==> src/rtl/seq_code_detector.sv <==
// seq_code_detector: programmable colour-sequence lock with press/release qualification,
// inactivity timeout, consecutive-failure counting and timed lockout.
module seq_code_detector #(
    parameter int NUM_COLORS  = 3,
    parameter int MAX_LEN     = 8,
    parameter int TIMEOUT_CYC = 255,
    parameter int MAX_FAILS   = 3,
    parameter int LOCK_CYC    = 1023,
    localparam int CW = (NUM_COLORS > 1) ? $clog2(NUM_COLORS) : 1,
    localparam int IW = (MAX_LEN > 1) ? $clog2(MAX_LEN) : 1,
    localparam int LW = $clog2(MAX_LEN + 1)
) (
    input  logic                  Clk,
    input  logic                  Rst,
    input  logic                  Start,
    input  logic [NUM_COLORS-1:0] Colors,
    input  logic                  CfgWe,
    input  logic [IW-1:0]         CfgIdx,
    input  logic [CW-1:0]         CfgSym,
    input  logic                  CfgLenWe,
    input  logic [LW-1:0]         CfgLen,
    output logic                  U,
    output logic                  Fail,
    output logic                  Busy,
    output logic                  Locked,
    output logic [LW-1:0]         Progress
);
    localparam int TW = (TIMEOUT_CYC > 2) ? $clog2(TIMEOUT_CYC) : 1;
    localparam int KW = (LOCK_CYC > 2) ? $clog2(LOCK_CYC) : 1;
    localparam int FW = $clog2(MAX_FAILS + 1);
    localparam logic [IW:0] IDX_LIM = (IW+1)'(MAX_LEN);
    localparam logic [CW:0] SYM_LIM = (CW+1)'(NUM_COLORS);
    localparam logic [LW-1:0] LEN_MAX = LW'(MAX_LEN);
    localparam logic [TW-1:0] TMO = TW'(TIMEOUT_CYC - 1);
    localparam logic [FW-1:0] FAIL_LIM = FW'(MAX_FAILS);
    typedef enum logic [2:0] {IDLE, COLLECT, RELEASE, MATCH, FAILST, LOCK} state_t;
    state_t state, state_n;
    logic [CW-1:0] code [MAX_LEN];
    logic [LW-1:0] len, prog_n;
    logic [TW-1:0] timer, timer_n;
    logic [KW-1:0] lcnt, lcnt_n;
    logic [FW-1:0] fails, fails_n;
    logic [NUM_COLORS-1:0] held, held_n;
    logic [CW-1:0] sym;
    logic valid, tmo;
    assign valid = $onehot(Colors);
    assign tmo = timer == TMO;
    always_comb begin
        sym = '0;
        for (int i = 0; i < NUM_COLORS; i++)
            if (Colors[i]) sym = CW'(i);
    end
    always_comb begin
        state_n = state;
        prog_n = Progress;
        timer_n = timer;
        lcnt_n = lcnt;
        fails_n = fails;
        held_n = held;
        case (state)
            IDLE: begin
                prog_n = '0;
                timer_n = '0;
                state_n = Start ? COLLECT : IDLE;
            end
            COLLECT: begin
                if (Colors == '0) begin
                    state_n = tmo ? FAILST : COLLECT;
                    timer_n = timer + TW'(1);
                end else if (valid && sym == code[Progress[IW-1:0]]) begin
                    prog_n = Progress + LW'(1);
                    timer_n = '0;
                    held_n = Colors;
                    state_n = (Progress + LW'(1) == len) ? MATCH : RELEASE;
                end else
                    state_n = FAILST;
            end
            RELEASE: begin
                if (Colors == held) begin
                    state_n = tmo ? FAILST : RELEASE;
                    timer_n = timer + TW'(1);
                end else if (Colors == '0) begin
                    state_n = COLLECT;
                    timer_n = '0;
                end else
                    state_n = FAILST;
            end
            MATCH: begin
                prog_n = '0;
                fails_n = '0;
                state_n = IDLE;
            end
            FAILST: begin
                prog_n = '0;
                fails_n = (fails + FW'(1) == FAIL_LIM) ? '0 : fails + FW'(1);
                lcnt_n = KW'(LOCK_CYC - 1);
                state_n = (fails + FW'(1) == FAIL_LIM) ? LOCK : IDLE;
            end
            LOCK: begin
                prog_n = '0;
                lcnt_n = lcnt - KW'(1);
                state_n = (lcnt == '0) ? IDLE : LOCK;
            end
            default: state_n = IDLE;
        endcase
    end
    always_ff @(posedge Clk) begin
        if (Rst) begin
            state <= IDLE;
            Progress <= '0;
            timer <= '0;
            lcnt <= '0;
            fails <= '0;
            held <= '0;
            len <= LW'(4);
            for (int i = 0; i < MAX_LEN; i++)
                code[i] <= (i == 1) ? CW'(2) : (i == 2) ? CW'(1) : '0;
            U <= 1'b0;
            Fail <= 1'b0;
            Busy <= 1'b0;
            Locked <= 1'b0;
        end else begin
            state <= state_n;
            Progress <= prog_n;
            timer <= timer_n;
            lcnt <= lcnt_n;
            fails <= fails_n;
            held <= held_n;
            U <= state_n == MATCH;
            Fail <= state_n == FAILST;
            Busy <= state_n == COLLECT || state_n == RELEASE;
            Locked <= state_n == LOCK;
            // Configuration only lands while idle, so a live entry never sees its code change.
            if (state == IDLE) begin
                if (CfgWe && {1'b0, CfgIdx} < IDX_LIM && {1'b0, CfgSym} < SYM_LIM)
                    code[CfgIdx] <= CfgSym;
                if (CfgLenWe && CfgLen != '0 && CfgLen <= LEN_MAX)
                    len <= CfgLen;
            end
        end
    end
endmodule

==> config.mk <==
export PLATFORM = sky130hd
export DESIGN_NAME = seq_code_detector
export DESIGN_NICKNAME = d
export VERILOG_FILES = /design/src/rtl/seq_code_detector.sv
export SDC_FILE = /design/constraint.sdc
export NUM_CORES = 1
export LEC_CHECK = 0
export CORE_UTILIZATION = 58
export DETAILED_ROUTE_END_ITERATION = 8
export GPL_TIMING_DRIVEN = 0
export PLACE_DENSITY = 0.85
export SLEW_MARGIN = 15
export SYNTH_ARGS = -nofsm -noshare
export SYNTH_HDL_FRONTEND = slang
export SYNTH_SLANG_ARGS = --single-unit
==> constraint.sdc <==
create_clock -name Clk -period 3.45 [get_ports Clk]
set_input_delay 0.5175 -clock Clk [delete_from_list [all_inputs] [get_ports Clk]]
set_output_delay 0.5175 -clock Clk [all_outputs]
set_load 0.02 [all_outputs]
; After elaboration in Yosys (flattened, before gate mapping)
; Memories as Yosys holds them, arrays and structs flattened. A register that Yosys moved wholly into a read port is not among the register bits.
; Cells that the tools add are included.
[totals]
ram_bits = 16
regBits = 38
output_inout_bits = 8
n_memories = 1
word_cells = 95
in_bits = 17
[memory_table]
columns = name, words, word_bits, rd, rd_clocked_by_memory_dff, write_ports, line_no
row1 = code, 8, 2, 1, 1, 8, 38  ; logic [CW-1:0] code [MAX_LEN];
[classes]
reduce_logical = 19
n_addsub = 6
eq_ne = 20
n_bitwise = 1
magnitude_cmp = 2
n_mux = 35
[ops]
columns = op, count
row1 = 3-bit 2-to-1 mux, 11
row2 = 8-bit 2-to-1 mux, 4
row3 = 8-bit case mux with 3 select lines, 1
row4 = 10-bit case mux with 2 select lines, 1
row5 = 3-bit case mux with 5 select lines, 1
row6 = 3-bit by 2-bit equality test with 1-bit output (second input constant), 4
row7 = 3-bit equality test (second input constant), 4
row8 = 10-bit logical NOT, 1
row9 = 1-bit 2-to-1 mux, 10
row10 = 10-bit by 1-bit subtractor with 10-bit output (second input constant), 1
row11 = 3-bit AND reduction, 3
row12 = 8-bit by 1-bit adder with 8-bit output (second input constant), 1
row13 = 8-bit equality test (second input constant), 1
row14 = 4-bit 2-to-1 mux, 2
row15 = 4-bit case mux with 2 select lines, 1
row16 = 3-bit by 1-bit equality test with 1-bit output (second input constant), 2
row17 = 3-bit logical NOT, 2
row18 = 2-bit 2-to-1 mux, 3
row19 = 3-bit inequality test (second input constant), 2
row20 = 2-bit nonzero test, 3
row21 = 4-bit by 1-bit adder with 4-bit output (second input constant), 1
row22 = 4-bit equality test, 1
row23 = 4-bit <= comparator (second input constant), 1
row24 = 1-bit logical AND, 4
row25 = other kinds (17), 18

; Logic depth before layout (Yosys ltp)
; Gate-level depths: netlist (run 1).
[depth]
word_depth = 9
depth_mapped = 8
depth_no_buf = 8

; Worst setup path before layout (run 1)
; Ideal clock, no wire load.
[synth_path]
path_type = input-to-reg
from = input port Colors[0]
to = register timer[3]
setup_ps = 88
cell_stages = 8
required_ps = 3362
t_arrival_ps = 2756
slack_ps = 606
n_path_buf = 0
path_cell_list = fa_1 nand2b_1 or3_1 or3b_1 o31ai_2 nor2_2 or4b_1 a311oi_2
[synth_between]
elab_chain_len = 6
word_cells_on_any_way = 12
classes_between = 2 x add/sub / 4 x eq/ne / 3 x mux / 3 x reduce/logical
[synth_rtl]
columns = item, line_no
row1 = "start, declared", 16  ; input logic [NUM_COLORS-1:0] Colors,
row2 = 1-bit by 1-bit adder with 2-bit output (implied by the code), 46  ; assign valid = $onehot(Colors);
row3 = 2-bit by 1-bit adder with 2-bit output (implied by the code), 46
row4 = 2-bit by 1-bit equality test with 1-bit output, 46
row5 = 1-bit logical AND, 70  ; end else if (valid && sym == code[Progress[IW-1:0]]) begin
row6 = 3-bit inequality test (no line), -
row7 = 3-bit AND reduction (no line), -
row8 = "end signal, assigned", 125  ; timer <= timer_n;
row9 = "end, declared", 40  ; logic [TW-1:0] timer, timer_n;
; Parallel ways exist; a longest one is shown, timed or not.
; A chain may end at the register's enable or synchronous reset.

; Worst setup path in the final report (run 1)
[layout_path]
from = input port Colors[1]
to = register timer[3]
[layout_between]
elab_chain_len = 6
word_cells_on_any_way = 15
classes_between = 2 x add/sub / 5 x eq/ne / 5 x mux / 3 x reduce/logical
[layout_rtl]
columns = item, line_no
row1 = 1-bit by 1-bit adder with 2-bit output (implied by the code) or 1-bit 2-to-1 mux (tied branches), "46, 51"
row2 = 2-bit by 1-bit adder with 2-bit output (implied by the code) or 2-bit 2-to-1 mux (tied branches), "46, 51"
row3 = 2-bit by 1-bit equality test with 1-bit output or 2-bit equality test (tied branches), "46, 70"
row4 = 1-bit logical AND, 70
row5 = 3-bit inequality test (no line), -
row6 = 3-bit AND reduction (no line), -
; Parallel ways exist; a longest one is shown, timed or not.

==> results of run 1 <==
-- sequential cells by signal, summed over array words and instances, names as in the netlist, named ones only --
| signal | count |
|---|---|
| U | 1 |
| len | 4 |
| code | 16 |
| timer | 8 |
| Fail | 1 |
| Locked | 1 |
| Progress | 4 |
| lcnt | 10 |
| held | 3 |
| fails | 2 |
| state | 3 |
| Busy | 1 |
-- Yosys cell counts (5+ instances only) --
cell / instances
sky130_fd_sc_hd__xnor2_1: 12
sky130_fd_sc_hd__clkbuf_1: 12
sky130_fd_sc_hd__dfxtp_1: 41
sky130_fd_sc_hd__nand2b_1: 6
sky130_fd_sc_hd__edfxtp_1: 16
sky130_fd_sc_hd__inv_1: 7
sky130_fd_sc_hd__o21ai_0: 9
sky130_fd_sc_hd__a21oi_1: 19
sky130_fd_sc_hd__xor2_1: 5
sky130_fd_sc_hd__nand3_1: 13
sky130_fd_sc_hd__nor2_1: 37
sky130_fd_sc_hd__or3_1: 6
sky130_fd_sc_hd__nor3_1: 13
sky130_fd_sc_hd__mux2i_1: 7
sky130_fd_sc_hd__nand2_1: 27
-- report_power, final --
| part | switching, mW | total (mW) | internal [mW] |
|---|---|---|---|
| registers | 0.0190 | 0.732 | 0.713 |
| logic | 0.108 | 0.188 | 0.0792 |
| clock network | 0.271 | 0.623 | 0.352 |
| total | 0.398 | 1.54 | 1.14 |
-- final cells by class --
cell class / count / area (µm²)
Tap cell: 67 / 83.8
Buffer: 12 / 45.0
Sequential cell: 57 / 1300
Timing Repair Buffer: 22 / 225
Inverter: 7 / 26.3
Fill cell: 354 / 1340
Clock inverter: 5 / 56.3
Clock buffer: 11 / 141
Multi-Input combinational cell: 242 / 1630
-- cells by family (layout without fill, tap and decap cells) --
| family | Yosys count | after routing | synth area share, % |
|---|---|---|---|
| flops | 57 | 57 | 43.4 |
| simple gates | 136 | 136 | 23.3 |
| mux | 14 | 14 | 7.34 |
| buf+inv | 19 | 57 | 2.38 |
| fa+ha+maj | 5 | 5 | 2.33 |
| xor+xnor | 17 | 17 | 4.96 |
| compound gates | 70 | 70 | 16.4 |
-- layer usage --
metal,global-route usage [%],up-vias
li1,-,1251
met1,31.1,1176
met2,43.1,63
met3,8.54,15
met5,0,-
met4,11.3,0
-- final timing paths --
check | startpoint | cells after the start | slack [ns] | endpoint
hold / removal | timer[1]$_SDFFE_PP0P_ | 2 | 0.52 | timer[1]$_SDFFE_PP0P_
setup reg to reg | flop | 6 | 0.57 | timer[3]$_SDFFE_PP0P_
setup / recovery | Colors[1] | 9 | 0.33 | timer[3]$_SDFFE_PP0P_
hold reg to reg | timer[1]$_SDFFE_PP0P_ | 2 | 0.52 | timer[1]$_SDFFE_PP0P_
-- stage by stage --
step                      util [%]  setup slack [ns]
after global routing          72.4             0.141
after CTS                     72.3             0.203
after detailed placement      68.2            -0.141
after global placement        68.2            -0.143
final                         72.4             0.329
after floorplan                  -             0.606
-- cells in the final DEF (no fill, tap or decap), types with 5 or more instances in the layout --
cell type / instances
sky130_fd_sc_hd__clkbuf_8: 10
sky130_fd_sc_hd__nand2_1: 27
sky130_fd_sc_hd__xor2_1: 5
sky130_fd_sc_hd__clkdlybuf4s50_1: 20
sky130_fd_sc_hd__xnor2_1: 12
sky130_fd_sc_hd__clkbuf_1: 13
sky130_fd_sc_hd__inv_1: 7
sky130_fd_sc_hd__nor2_1: 37
sky130_fd_sc_hd__a21oi_1: 19
sky130_fd_sc_hd__o21ai_0: 9
sky130_fd_sc_hd__dfxtp_1: 41
sky130_fd_sc_hd__nor3_1: 13
sky130_fd_sc_hd__nand2b_1: 6
sky130_fd_sc_hd__mux2i_1: 7
sky130_fd_sc_hd__nand3_1: 13
sky130_fd_sc_hd__or3_1: 6
sky130_fd_sc_hd__edfxtp_1: 16
-- timing repair --
item                                   in CTS  in global routing
gates resized for setup                     0                  3
setup endpoints to repair                   0                  2
endpoints found under the hold margin       0                  0
-- critical path: stages --
cell                              delay (ns)
sky130_fd_sc_hd__clkdlybuf4s50_1        0.47
sky130_fd_sc_hd__fa_1                   0.57
sky130_fd_sc_hd__nand2b_1               0.09
sky130_fd_sc_hd__or3_1                  0.30
sky130_fd_sc_hd__or3b_1                 0.39
sky130_fd_sc_hd__o31ai_2                0.17
sky130_fd_sc_hd__nor2_2                 0.13
sky130_fd_sc_hd__or4b_1                 0.50
sky130_fd_sc_hd__a311oi_2               0.23
==> impl_summary.md, run 1 <==
Status
The flow ran to the end, and the final reports show no timing, DRC or antenna violations.

Clock tree
Hold repair after CTS inserted 0 buffers. The buffer type at the clock tree root is sky130_fd_sc_hd__clkbuf_8. Post-CTS timing repair inserted 0 buffers for setup.

The level count of the clock H-tree is 3. The latest clock arrival within the worst-skew pair is between 0.3 and 0.4 ns. The number of sinks handled by clock tree synthesis is 57. The number of buffers created by CTS is 9. The clock edge transition at the registers on the reported setup and hold paths is about 0.07 ns. The TritonCTS clock tree is yes. The number of buffers on the longest clock path is 2.

Die
Measured along the x axis, the die boundary spans 73.9 µm. After floorplanning, the core was divided into 25 placement rows. For this design the top-level I/O count stands at 25. The floorplan die height is around 74 µm. The initial utilization of the core area, before any placement, comes to between 60% and 70%. The die covers ~0.0055 mm². The core area is approximately 0.0048 mm².

Yosys
Summing the sequential cell areas from Yosys gives between 40% and 50% of the chip area. By area the synthesized netlist is led by sky130_fd_sc_hd__dfxtp_1, sky130_fd_sc_hd__edfxtp_1, sky130_fd_sc_hd__nor2_1, sky130_fd_sc_hd__mux4_1, sky130_fd_sc_hd__xnor2_1. The post-synthesis instance area is 0.00300 mm². The number of warnings printed during yosys synthesis is 0. Counting flops and latches in the post-synthesis netlist gives 57. Among all flip-flop cells after synthesis, the most frequent one is sky130_fd_sc_hd__dfxtp_1. The count of flip-flops with a built-in enable after synthesis is 16. The post-synthesis area per instance is 9.44 µm². The top cell type's share of synthesized area is between 20 and 30%.

The synthesized instance count is roughly 320. In this run, distinct cell masters in the synthesized netlist total 58. The proportion of register bits with asynchronous set or reset after synthesis is 0%.

Counting every net in the synthesized netlist gives between 300 and 400. The cell type contributing the most total cell area after synthesis is sky130_fd_sc_hd__dfxtp_1.

Timing
For the final routed database, the setup TNS stands at 0 ns. Headroom to the max-slew limit came out at a little under three fifths. The number of max-slew violations in the final report is 0. Setup violations remaining at the end of the flow were counted as 0.

Based on the critical path, the design can be clocked at up to 0.320 GHz. The actual slew at the worst max-slew pin is roughly 0.63 ns. Across the routed clock network, the largest skew measured is 0.0115 ns. The worst hold-check slack is ~0.52 ns. The smallest clock period supported by the final layout is computed as about 3.1 ns. The worst path uses roughly 90% of the clock period.

Setup repair after global routing left no endpoint under its margin. The number of hold violations in the final report was 0.

Worst setup path
In this run the worst path has a maximum fanout of 6. The startpoint-to-endpoint class of the critical path is input port to flop. The sort of element at the end of the critical path is a flop. The data required time at the worst endpoint is between 3 and 4 ns. Data arrives at the worst endpoint at about 3.4 ns.

The worst setup path is launched from an input port.

Routing
Using the TritonRoute via totals, the vias-per-cell ratio works out to 5.92. In this run, the number of DRC markers left after iteration 0 of detailed routing was 138. The post-route met1 wirelength is between 2000 and 3000 µm.

The remaining number of nets flagged by the antenna check after routing is 0. The final layout contains routed wiring with a total length of 6350 µm. The routed layout has around 2500 vias. The average routed wire per standard cell is 15.0 µm. The detailed route wirelength on metal2 is between 3000 and 4000 µm. The length of the first detailed-routing pass in iterations is 4. Summed over all nets, wire length on met3 after detailed routing comes to between 200 and 300 µm.

The highest layer touched by signal routing is met4. The detailed-route DRC error count is 0.

Placement
Summed over all nets, the half-perimeter wirelength after detailed placement is approximately 4700 µm. The count of input and output buffers is 22. The cell total after placement is 407. The post-detailed-placement cell area is ~0.0033 mm². The placer congestion estimate is 0.894.

GRT
The total routing resource utilization after global routing is roughly a quarter. Global routing finished with a remaining overflow of 0. The number of global-route vias before repair is around 2300. The initial antenna violation count is 0. The first global-routing pass estimated ~11000 µm of wire. The largest net degree at the start of global routing is 12.

Pwr
The post-route total power is between 1.5 and 2 mW. The leakage power summed over all cells is around 1.2 nW. In this run the power density over the cells is about 440 mW/mm². VDD sags by at most 322 µV.

Layout
The net count of the finished layout is between 300 and 400. The finished cells cover between 0.003 and 0.004 mm². Cells with a size suffix above 1 make up 7.87% of the layout.

The finished layout holds 423 standard cells, fillers aside. The repair_antennas step left the layout with diodes totalling 0. The layout overhead on the synthesized area is 17.0%.

Hold path
The class of the tightest hold or removal check is flop to flop.

Job
The number of maximum-capacitance constraint violations is 0.
No activity file was read; power rests on OpenSTA's default activity.
==> run 2, diff against run 1 <==
- CTS_CLUSTER_SIZE: default -> 14
==> results of run 2 <==
No change in the layout: final DEF, timing and power equal those of run 1.
==> run 3, diff against run 2 <==
- GPL_TIMING_DRIVEN: 0 -> default
==> run 3 against run 2 <==
  * Critical path depth stayed put
  * Sequential share of layout area decreased by 0.30 points
  * Maximum frequency increased by 1.2%
  * Largest cell class unchanged
  * Highest routed layer unchanged
  * Routed wire length rose by 1.3%
  * First-iteration DRC count fell by 5.1%
==> impl_summary.md, run 3 (synthesis gave the netlist of run 1 again) <==
Pwr
The total power density per cell area is 447 mW/mm² (+1.8%). The leakage power summed over all cells is 1.24 nW (+1.2%). The worst IR drop on VDD is 374 µV (+16%).

Routing
The routed wire length is 6440 µm (+1.3%). The routed via count is 2524 (+0.76%). The count of routing violations after the opening detailed-route iteration is 131 (-5.1%).

The via count normalized by instance count is 6.02 (+1.7%). The average routed wire per standard cell is 15.4 µm (+2.3%). The length of the first detailed-routing pass in iterations is 4 (unchanged). The detailed-route DRC error count is 0 (unchanged).

The remaining number of nets flagged by the antenna check after routing was 0 (unchanged).

Clock tree
The TritonCTS clock tree is yes. The post-cts repair resize count came to 0 (unchanged). The clock edge transition at the registers on the reported setup and hold paths is 0.06 ns (about the same). The cell sitting at the root of the clock tree is a sky130_fd_sc_hd__clkbuf_8.

The hold buffer count at cts is 0 (unchanged). The number of buffers created by CTS was 9 (unchanged). The number of buffers on the longest clock path came to 2 (unchanged).

The latest clock arrival within the worst-skew pair is 0.34 ns (about the same). The setup fix buffers added after clock tree synthesis was 0 (unchanged). The number of sinks handled by clock tree synthesis is 57 (unchanged). The level count of the clock H-tree is 3 (unchanged).

Die
The core area is 0.00485 mm² (unchanged). The die area is 0.00547 mm² (unchanged). The floorplan die height is 73.9 µm (unchanged). The number of primary I/O pins is 25 (unchanged).

The starting density of the core is 61.9% (unchanged). The total number of placement rows came to 25 (unchanged). The floorplan die width was 73.9 µm (unchanged).

Timing
The smallest setup slack after layout is 0.367 ns (+0.0381 ns). The actual slew at the worst max-slew pin is 0.620 ns (-0.0123 ns). The maximum clock frequency came to 0.324 GHz (+1.2%). The number of hold violations in the final report is 0 (unchanged). The number of max-slew violations in the final report is 0 (unchanged). The sum of negative setup slack is 0 ns (unchanged). Setup repair after global routing left no endpoint under its margin. The worst hold-check slack is 0.517 ns (-0.00214 ns). The fraction of the cycle the final worst path needs is 89.4% (-1.1 points). The clock tree skew after final layout is 0.0113 ns (-0.000175 ns). The worst-case headroom to the max-slew limit is 58.1% (+0.83 points).

The count of endpoints failing setup in the final report is 0 (unchanged). The time the final worst path needs with I/O delays and setup is 3.08 ns (-0.0381 ns).

Layout
The total inserted antenna cells was 0 (unchanged). Ranked by flip-flop count, first place goes to code. The share of cells above drive strength 1 is 9.38% (+1.5 points).

The largest registers in the layout are code: 16 flops, lcnt: 10 flops, timer: 8 flops. The most common library cell in the layout ignoring fill and taps is sky130_fd_sc_hd__dfxtp_1. The post-layout instance area is 0.00354 mm² (+0.82%). The layout overhead on the synthesized area is 18.0%.

The share of the core filled with cells in the final layout is 73.0% (+0.59 points). The flip-flop count of the largest register, all copies and words added is 16 (unchanged). The final layout net count was 369 (-1.1%). In the layout the commonest cells are sky130_fd_sc_hd__dfxtp_1, sky130_fd_sc_hd__nor2_1, sky130_fd_sc_hd__nand2_1, sky130_fd_sc_hd__clkdlybuf4s50_1, sky130_fd_sc_hd__a21oi_1.

Worst setup path
The sort of element at the end of the critical path is a flop. The maximum fanout along the worst path came to 6 (unchanged). The startpoint-to-endpoint class of the critical path is input port to flop. The startpoint kind of the worst setup timing path is an input port. The data required time at the worst endpoint is 3.70 ns (about the same). The worst path arrival time was 3.33 ns (-0.04 ns).

GRT
The routing usage on met2 came to 46.9% (+3.7 points). The global-route met3 utilization is 5.56% (-3.0 points). The number of global-route vias before repair was 2365 (+2.0%). The largest net degree at the start of global routing is 37 (+25).

The total grt overflow is 0 (unchanged). The most used routing layer is met2. The global-route wire length before repair is 10500 µm (+0.13%). The met1 capacity usage during global routing came to 29.4% (-1.7 points). The initial antenna violation count is 0 (unchanged).

The total routing resource utilization after global routing came to 26.1% (+0.028 points).

Placement
The placer congestion estimate is 0.881 (-1.5%). The setup slack after placement is 0.0706 ns (+0.211 ns). The post-detailed-placement cell area came to 0.00333 mm² (+0.61%). The count of input and output buffers is 24 (+9.1%). The final HPWL from detailed placement is 4560 µm (-2.5%).

Status
The run finished with clean final reports.

Job
The number of maximum-capacitance constraint violations is 0 (unchanged).

Hold path
The path class of the tightest hold or removal check is flop to flop.
==> run 3: changes by cell type in the layout (fill, tap and decap cells not counted), sizes merged <==
cell / before / now
clkbuf: 23 / 12
dlymetal6s2s: 2 / 0
clkdlybuf4s50: 20 / 24
clkinvlp: 1 / 0
buf: 0 / 6
==> run 3: layout make-up <==
class | instances | area [µm²]
clock buffer | 12 | 166
timing repair buffer | 30 | 285
fill | 366 | 1310
sequential | 57 | 1300
inverter | 7 | 26.3
clock inverter | 4 | 48.8
tap | 67 | 83.8
multi-input combinational | 242 | 1630
==> run 3: layer usage <==
layer	routed length [µm]	share of wire (%)
met2	3400	53
met1	2640	41
met4	97	1.5
met5	0	0
met3	297	4.6
==> run 3: worst max-delay path: stages <==
cell                              delay (ns)
sky130_fd_sc_hd__clkdlybuf4s50_1        0.45
sky130_fd_sc_hd__fa_1                   0.56
sky130_fd_sc_hd__nand2b_1               0.09
sky130_fd_sc_hd__or3_1                  0.30
sky130_fd_sc_hd__or3b_1                 0.39
sky130_fd_sc_hd__o31ai_2                0.17
sky130_fd_sc_hd__nor2_2                 0.10
sky130_fd_sc_hd__or4b_1                 0.49
sky130_fd_sc_hd__a311oi_2               0.25
==> run 3: where the power goes <==
part           internal, mW  switching (mW)
combinational        0.0842           0.101
clock                 0.396           0.264
sequential            0.713          0.0248
==> run 3: stage by stage <==
stage                     total power, mW  instances
after detailed placement            0.935        403
after global placement              0.928        403
after floorplan                     0.870        318
after CTS                            1.60        419
after global routing                 1.64        419
final                                1.58        419
==> run 3: worst paths after layout <==
| check | start | end | cells after the start | slack [ns] |
|---|---|---|---|---|
| worst min-delay path | held[2]$_SDFFE_PP0P_ | held[2]$_SDFFE_PP0P_ | 2 | 0.52 |
| worst max-delay path | Colors[0] | timer[3]$_SDFFE_PP0P_ | 9 | 0.37 |
| worst max register to register | flop | timer[3]$_SDFFE_PP0P_ | 7 | 0.62 |
| worst min register to register | held[2]$_SDFFE_PP0P_ | held[2]$_SDFFE_PP0P_ | 2 | 0.52 |
